==> src/rtl/tdm_pkg.sv <==
// Shared types and constants for the 4-channel TDM receive path.
package tdm_pkg;

  typedef enum logic {
    HUNT   = 1'b0,
    LOCKED = 1'b1
  } tdm_state_t;

  localparam int NUM_SLOTS = 4;
  localparam int SLOT_W    = 2;

endpackage : tdm_pkg

==> src/rtl/tdm_slot_steer.sv <==
// 1-to-4 registered demux that holds slots 0..2 of the frame under assembly.
// Slot 3 is never stored here; the top takes it straight from din.
module tdm_slot_steer
  import tdm_pkg::*;
#(
  parameter int WIDTH = 1
) (
  input  logic              clk,
  input  logic              rst_n,
  input  logic [WIDTH-1:0]  din,
  input  logic [SLOT_W-1:0] slot,
  input  logic              we,
  input  logic              clr,
  output logic [WIDTH-1:0]  shadow0,
  output logic [WIDTH-1:0]  shadow1,
  output logic [WIDTH-1:0]  shadow2
);

  logic [WIDTH-1:0] shadow0_r;
  logic [WIDTH-1:0] shadow1_r;
  logic [WIDTH-1:0] shadow2_r;

  // Shadow storage: clear first, then a same-cycle write overrides its slot.
  always_ff @(posedge clk or negedge rst_n) begin
    if (!rst_n) begin
      shadow0_r <= {WIDTH{1'b0}};
      shadow1_r <= {WIDTH{1'b0}};
      shadow2_r <= {WIDTH{1'b0}};
    end else begin
      if (clr) begin
        shadow0_r <= {WIDTH{1'b0}};
        shadow1_r <= {WIDTH{1'b0}};
        shadow2_r <= {WIDTH{1'b0}};
      end
      if (we) begin
        case (slot)
          2'd0:    shadow0_r <= din;
          2'd1:    shadow1_r <= din;
          2'd2:    shadow2_r <= din;
          default: begin end
        endcase
      end
    end
  end

  assign shadow0 = shadow0_r;
  assign shadow1 = shadow1_r;
  assign shadow2 = shadow2_r;

endmodule : tdm_slot_steer

==> src/rtl/tdm_demux_4ch.sv <==
// Receive side of the 4-channel TDM link: frame alignment, slot steering and
// publication of complete frames on ch0..ch3.
module tdm_demux_4ch
  import tdm_pkg::*;
#(
  parameter int WIDTH = 1,
  parameter int CNT_W = 8
) (
  input  logic             clk,
  input  logic             rst_n,
  input  logic [WIDTH-1:0] din,
  input  logic             din_valid,
  input  logic             frame_sync,
  output logic [WIDTH-1:0] ch0,
  output logic [WIDTH-1:0] ch1,
  output logic [WIDTH-1:0] ch2,
  output logic [WIDTH-1:0] ch3,
  output logic             frame_valid,
  output logic             sync_err,
  output logic             locked,
  output logic [CNT_W-1:0] frame_cnt
);

  localparam logic [SLOT_W-1:0] SLOT_LAST = SLOT_W'(NUM_SLOTS - 1);

  tdm_state_t        state_r, state_s;
  logic [SLOT_W-1:0] slot_r, slot_s;
  logic [SLOT_W-1:0] wslot_s;
  logic              we_s, clr_s, complete_s, err_s;

  logic [WIDTH-1:0]  shadow0_s, shadow1_s, shadow2_s;
  logic [WIDTH-1:0]  ch0_r, ch1_r, ch2_r, ch3_r;
  logic              frame_valid_r, sync_err_r, locked_r;
  logic [CNT_W-1:0]  frame_cnt_r;

  tdm_slot_steer #(.WIDTH(WIDTH)) u_steer (
    .clk     (clk),
    .rst_n   (rst_n),
    .din     (din),
    .slot    (wslot_s),
    .we      (we_s),
    .clr     (clr_s),
    .shadow0 (shadow0_s),
    .shadow1 (shadow1_s),
    .shadow2 (shadow2_s)
  );

  // Alignment FSM: next state, slot index and steering controls per beat.
  always_comb begin
    state_s    = state_r;
    slot_s     = slot_r;
    wslot_s    = slot_r;
    we_s       = 1'b0;
    clr_s      = 1'b0;
    complete_s = 1'b0;
    err_s      = 1'b0;
    if (din_valid) begin
      case (state_r)
        HUNT: begin
          if (frame_sync) begin
            clr_s   = 1'b1;
            we_s    = 1'b1;
            wslot_s = 2'd0;
            slot_s  = 2'd1;
            state_s = LOCKED;
          end else begin
            slot_s  = 2'd0;
          end
        end
        LOCKED: begin
          if (slot_r == 2'd0) begin
            if (frame_sync) begin
              we_s    = 1'b1;
              wslot_s = 2'd0;
              slot_s  = 2'd1;
            end else begin
              err_s   = 1'b1;
              clr_s   = 1'b1;
              slot_s  = 2'd0;
              state_s = HUNT;
            end
          end else if (frame_sync) begin
            // Early sync restarts the frame on this beat.
            err_s   = 1'b1;
            clr_s   = 1'b1;
            we_s    = 1'b1;
            wslot_s = 2'd0;
            slot_s  = 2'd1;
          end else if (slot_r == SLOT_LAST) begin
            complete_s = 1'b1;
            slot_s     = 2'd0;
          end else begin
            we_s   = 1'b1;
            slot_s = slot_r + 2'd1;
          end
        end
        default: begin
          state_s = HUNT;
          slot_s  = 2'd0;
        end
      endcase
    end else begin
      state_s = state_r;
    end
  end

  // State, slot counter and all registered outputs.
  always_ff @(posedge clk or negedge rst_n) begin
    if (!rst_n) begin
      state_r       <= HUNT;
      slot_r        <= 2'd0;
      ch0_r         <= {WIDTH{1'b0}};
      ch1_r         <= {WIDTH{1'b0}};
      ch2_r         <= {WIDTH{1'b0}};
      ch3_r         <= {WIDTH{1'b0}};
      frame_valid_r <= 1'b0;
      sync_err_r    <= 1'b0;
      locked_r      <= 1'b0;
      frame_cnt_r   <= {CNT_W{1'b0}};
    end else begin
      state_r       <= state_s;
      slot_r        <= slot_s;
      frame_valid_r <= complete_s;
      sync_err_r    <= err_s;
      locked_r      <= (state_s == LOCKED);
      if (complete_s) begin
        ch0_r       <= shadow0_s;
        ch1_r       <= shadow1_s;
        ch2_r       <= shadow2_s;
        ch3_r       <= din;
        frame_cnt_r <= frame_cnt_r + CNT_W'(1'b1);
      end
    end
  end

  assign ch0         = ch0_r;
  assign ch1         = ch1_r;
  assign ch2         = ch2_r;
  assign ch3         = ch3_r;
  assign frame_valid = frame_valid_r;
  assign sync_err    = sync_err_r;
  assign locked      = locked_r;
  assign frame_cnt   = frame_cnt_r;

endmodule : tdm_demux_4ch

==> config.mk <==
export PLATFORM = sky130hd
export DESIGN_NAME = tdm_demux_4ch
export DESIGN_NICKNAME = d
export VERILOG_FILES = /design/src/rtl/tdm_pkg.sv /design/src/rtl/tdm_slot_steer.sv /design/src/rtl/tdm_demux_4ch.sv
export SDC_FILE = /design/constraint.sdc
export NUM_CORES = 1
export LEC_CHECK = 0
export ABC_AREA = 0
export BUFFER_PORTS_ARGS = -buffer_cell sky130_fd_sc_hd__buf_2
export CAP_MARGIN = 20
export CORE_MARGIN = 2
export CORE_UTILIZATION = 53
export CTS_CLUSTER_SIZE = 30
export DETAILED_ROUTE_END_ITERATION = 8
export PLACE_DENSITY = 0.78
export SYNTH_ARGS = -nofsm -noshare
export SYNTH_HDL_FRONTEND = slang
export SYNTH_HIERARCHICAL = 1
export SYNTH_SLANG_ARGS = --single-unit
==> constraint.sdc <==
create_clock -name clk -period 2 [get_ports clk]
set_input_delay 0.4 -clock clk [delete_from_list [all_inputs] [get_ports clk]]
set_output_delay 0.4 -clock clk [all_outputs]
set_load 0.005 [all_outputs]
# [Word-level counts from Yosys, hierarchy flattened]
# Cells that the tools add are included.
[op_classes] add_sub_neg=2 eq_ne=3 muxes=35 bitwise_logic=1 n_reduce_logical=2
[ops] op="1-bit two-way mux" n=26
[ops] op="2-bit two-way mux" n=5
[ops] op="8-bit by 1-bit adder with 8-bit output (second input constant)" n=1
[ops] op="1-bit one-hot mux with 2 select lines" n=3
[ops] op="2-bit equality test (second input constant)" n=2
[ops] op="2-bit zero test" n=2
[ops] op="2-bit one-hot mux with 2 select lines" n=1
[ops] op="2-bit by 1-bit adder with 2-bit output (second input constant)" n=1
[ops] op="2-bit by 1-bit equality test with 1-bit output (second input constant)" n=1
[ops] op="1-bit NOT" n=1
[totals] ff_bits=20 elab_cells=55

# [Depth between registers and ports, before layout]
[depth] ltp_word=7 ltp_mapped=7 ltp_nobuf=7

# [Hierarchy]
# The synthesis kept the hierarchy.
[modules_own_cells] module="tdm_demux_4ch" instances=1 cells_each=68 area_each_um2=893.4
[modules_own_cells] module="tdm_slot_steer" instances=1 cells_each=12 area_each_um2=162.7

# [Least setup slack after synthesis]
# No wires, ideal clock.
[synth_path] kind="flip-flop to flip-flop" from="reg slot_r[0]" to="reg u_steer.shadow0_r (netlist: u_steer/shadow0)" arrival_ps=1479 t_required_ps=1875 setup_slack_ps=396 stages_incl_launch_ff=7 period_less_slack_ps=1604 path_cell_list="dfrtp_1 -> inv_1 -> ha_1 -> nor3b_1 -> o21a_1 -> nor3b_2 -> mux2_2"
[synth_between] elab_chain_cells=7 word_cells_on_any_way=16 classes_between="eq/ne (1); mux (13); reduce/logical (2)"
[synth_lines] element="from (decl)" line="tdm_demux_4ch.sv:27" rtl="logic [SLOT_W-1:0] slot_r, slot_s;"
[synth_lines] element="from (signal assigned)" line="tdm_demux_4ch.sv:122" rtl="slot_r <= slot_s;"
[synth_lines] element="2-bit equality test" line="tdm_demux_4ch.sv:89" rtl="end else if (slot_r == SLOT_LAST) begin"
[synth_lines] element="1-bit two-way mux" line="tdm_demux_4ch.sv:89"
[synth_lines] element="1-bit two-way mux" line="tdm_demux_4ch.sv:82" rtl="end else if (frame_sync) begin"
[synth_lines] element="1-bit two-way mux *" line="tdm_demux_4ch.sv:71" rtl="if (slot_r == 2'd0) begin"
[synth_lines] element="1-bit one-hot mux with 2 select lines *" line="tdm_demux_4ch.sv:58" rtl="case (state_r)"
[synth_lines] element="1-bit two-way mux *" line="tdm_demux_4ch.sv:57" rtl="if (din_valid) begin"
[synth_lines] element="named net we_s" line="tdm_demux_4ch.sv:29" rtl="logic we_s, clr_s, complete_s, err_s;"
[synth_lines] element="1-bit two-way mux *" line="tdm_slot_steer.sv:35" rtl="if (we) begin"
[synth_lines] element="to (signal assigned)" line="tdm_slot_steer.sv:26" rtl="shadow0_r <= {WIDTH{1'b0}};"
[synth_lines] element="to (signal assigned)" line="tdm_slot_steer.sv:31" rtl="shadow0_r <= {WIDTH{1'b0}};"
[synth_lines] element="to (signal assigned)" line="tdm_slot_steer.sv:37" rtl="2'd0: shadow0_r <= din;"
[synth_lines] element="to (decl)" line="tdm_slot_steer.sv:19" rtl="logic [WIDTH-1:0] shadow0_r;"
# The timed path passes the listed nets; every way through them passes the cells marked *.
# A chain may end at the register's enable or synchronous reset.

# [Worst setup path after layout]
# Ends and elaborated chain as after synthesis.

==> results.tsv <==
metric	value	unit
vias in the first global route	659	
worst setup path startpoint	slot_r[0]	
post-route ant nets	0	
flop2flop setup slack	0.25	ns
RSZ-0062 raised after global routing	false	
setup bufs post-CTS	0	
Slew @ Worst Pin	0.4396	ns
Syn Area/Cell	13.20	um^2
GRT Total Usage	17.15	%
Commonest cells post-synth	dfrtp_1 (20), xor2_1 (8), mux2_4 (7), ha_1 (4)	
placed cell count	124	
critical path, cell by cell	inv_1, ha_1, nor3b_1, o21a_1, nor3b_2, mux2_2	
Die Y	48.64	um
CORE AREA	1922	um^2
max incr delay on CP	0.40	ns
length in cells of the worst reg-to-reg path	6	
Antenna Cells	0	
Final period util	87.55	%
Synth cell types	29	
maximum level of the CTS H-tree	1	
via count	670	
cell row count	16	
critical path type	reg -> reg	
gr busiest metal	met2	
syn_nets	89	
Register Area	500.5	um^2
family with the most delay on the worst path	flip-flops	
Fin Setup TNS	0	ns
Clock Latency Late Sink	0.30	ns
post-CTS sizing	0	
post-layout min period	1.751	ns
fin. max-slew vios	0	
clock tree buffer depth	2	
met3 Use GR	2.778	%
worst ir drop on vdd	0.0004454	V
Final HPWL DP	1302	um
Worst-path clk slew	0.11	ns
TritonCTS Buffers	3	
initial antenna violation count	0	
area leader, netlist	dfrtp_1	
CP max FO	4	
share of the synthesized area in the top cell type	47.39	%
sequential element share of the synthesized area	47.39	%
Yosys reg bits	20	
final setup fails	0	
Setup WS post-layout	0.2491	ns
pwr dens	799.6	nW/um^2
Via density	5.234	
CP Buf/Inv Count	1	
met2 GRT Util	26.94	%
asr flop ratio synth	100.0	%
number of DRC violations after detailed-routing iteration 0	6	
WP data required	2.20	ns
fillers	158	
outcome	complete, no violations	
Maximum Capacitance Violations	0	
largest net degree at the start of global routing	21	
Final #Nets	111	
DRC viols	0	
Ports	20	
Post-synth EDFFs	0	
worst setup path end	u_steer/shadow0	
Area growth syn-to-layout	14.22	%
share of layout cells above drive strength 1	39.60	%
met1 GRT Util	21.77	%
critical path's slowest cell	dfrtp_1	
Final Hold Vio Count	0	
most frequent cell after synthesis	dfrtp_1	
top cells by area, synth	dfrtp_1 (47%), mux2_4 (10%), xor2_1 (6.6%)	
CP Capture Type	flip-flop	
die width	48.64	um
die area	2365	um^2
I/O Buffers	19	
root buf cell	clkbuf_4	
CP arrival	1.95	ns
final WL	1752	um
DR WL/cell	13.69	um
first-pass GRT wire length	3029	um
Non-Filler Instances	128	
CTS Sinks	20	
Syn. warnings	6	
critical path depth	6	
synthesized cell area	1056	um^2
CP Launch Type	flip-flop	
Hold WS	0.02278	ns
hold buffers post-CTS	0	
grt total ovfl	0	
FF-to-FF Start	slot_r[0]	
Max transition margin	70.69	%
pre-CTS WS	0.2820	ns
drt first pass iters	4	
clock skew	0.004200	ns
Leak	0.6441	nW
CTS tree	built	
hold crit path type	in -> async	
footprint of the multi-input gates	533.0	um^2
FMAX	0.5711	GHz
Reg2Reg Capture Point	u_steer/shadow0	
main flop type after synthesis	dfrtp_1	
Starting Density	54.95	%
Post-Syn Instances	80	
routability-driven placement congestion ratio	0.7372	
[cell type report]
type / instances / area share (%)
Sequential cell: 20 / 41.49
Inverter: 2 / 0.6224
Multi-Input combinational cell: 56 / 44.19
Clock buffer: 4 / 3.008
Timing Repair Buffer: 19 / 7.884
Tap cell: 27 / 2.801
[cell usage in the layout (no fill, tap or decap)]
cell	Yosys	final
nand3_2	1	1
ha_1	4	4
xnor2_1	1	1
nand2_1	3	3
xor2_1	8	8
nor3b_2	2	2
nand3_1	3	3
nor3_1	2	2
dfrtp_1	20	20
nand2b_1	2	2
nor2b_1	3	3
clkbuf_4	0	3
buf_2	0	19
nor2_8	1	1
nor3_2	2	2
a32o_1	1	1
and2_1	1	1
o21ai_0	1	1
nand4bb_1	2	2
nor3b_1	1	1
inv_1	2	2
mux2_4	7	7
a22o_1	2	2
a21oi_1	2	2
nor4_2	1	1
and3_2	1	1
nand4b_4	1	1
clkbuf_8	0	1
nand3b_1	2	2
mux2_2	1	1
o21a_1	1	1
[stage by stage]
stage	utilization, %	power (mW)	area, um^2
after floorplan	-	0.6646	1056
after global placement	60.87	0.7246	1170
after detailed placement	60.87	0.7412	1170
after CTS	62.76	0.9829	1206
after global routing	62.76	1.025	1206
final	62.76	0.9645	1206
[registers in the layout, indices dropped and copies added, names as in the netlist]
| register | flops |
|---|---|
| slot_r | 2 |
| u_steer/shadow2 | 1 |
| frame_valid | 1 |
| sync_err | 1 |
| locked | 1 |
| ch1 | 1 |
| ch0 | 1 |
| u_steer/shadow0 | 1 |
| u_steer/shadow1 | 1 |
| ch3 | 1 |
| frame_cnt | 8 |
| ch2 | 1 |
[report_power, final]
part	leakage, nW	switching [mW]	internal [mW]
Sequential	0.271	0.0481	0.452
Combinational	0.352	0.105	0.127
Clock	0.0210	0.121	0.111
[how the worst min path moves through the flow]
stage          start               to  slack, ns  cells after the start
6_report       rst_n         sync_err       0.02                      1
2_1_floorplan  rst_n              ch0       0.10                      0
3_5_place_dp   rst_n     frame_cnt[6]       0.37                      1
4_1_cts        rst_n     frame_cnt[0]       0.02                      1
3_3_place_gp   rst_n     frame_cnt[6]       0.36                      1
5_1_grt        rst_n  u_steer/shadow1       0.04                      1
[layer usage]
layer / vias up / routed length, um
met5: - / 0
met4: 0 / 30
met3: 4 / 49
met2: 11 / 881
met1: 329 / 791
li1: 326 / -
[logic make-up (layout without fill, tap and decap cells)]
family          count (synthesis)  count (layout)  share of synthesized area, %
simple gates                   28              28                         22.51
flops                          20              20                         47.39
xor+xnor                        9               9                         7.465
mux                             8               8                         11.02
compound gates                  7               7                         4.740
fa+ha+maj                       4               4                         4.740
buf+inv                         4              25                         2.133
Note: power is estimated with default switching activity, not from simulation.
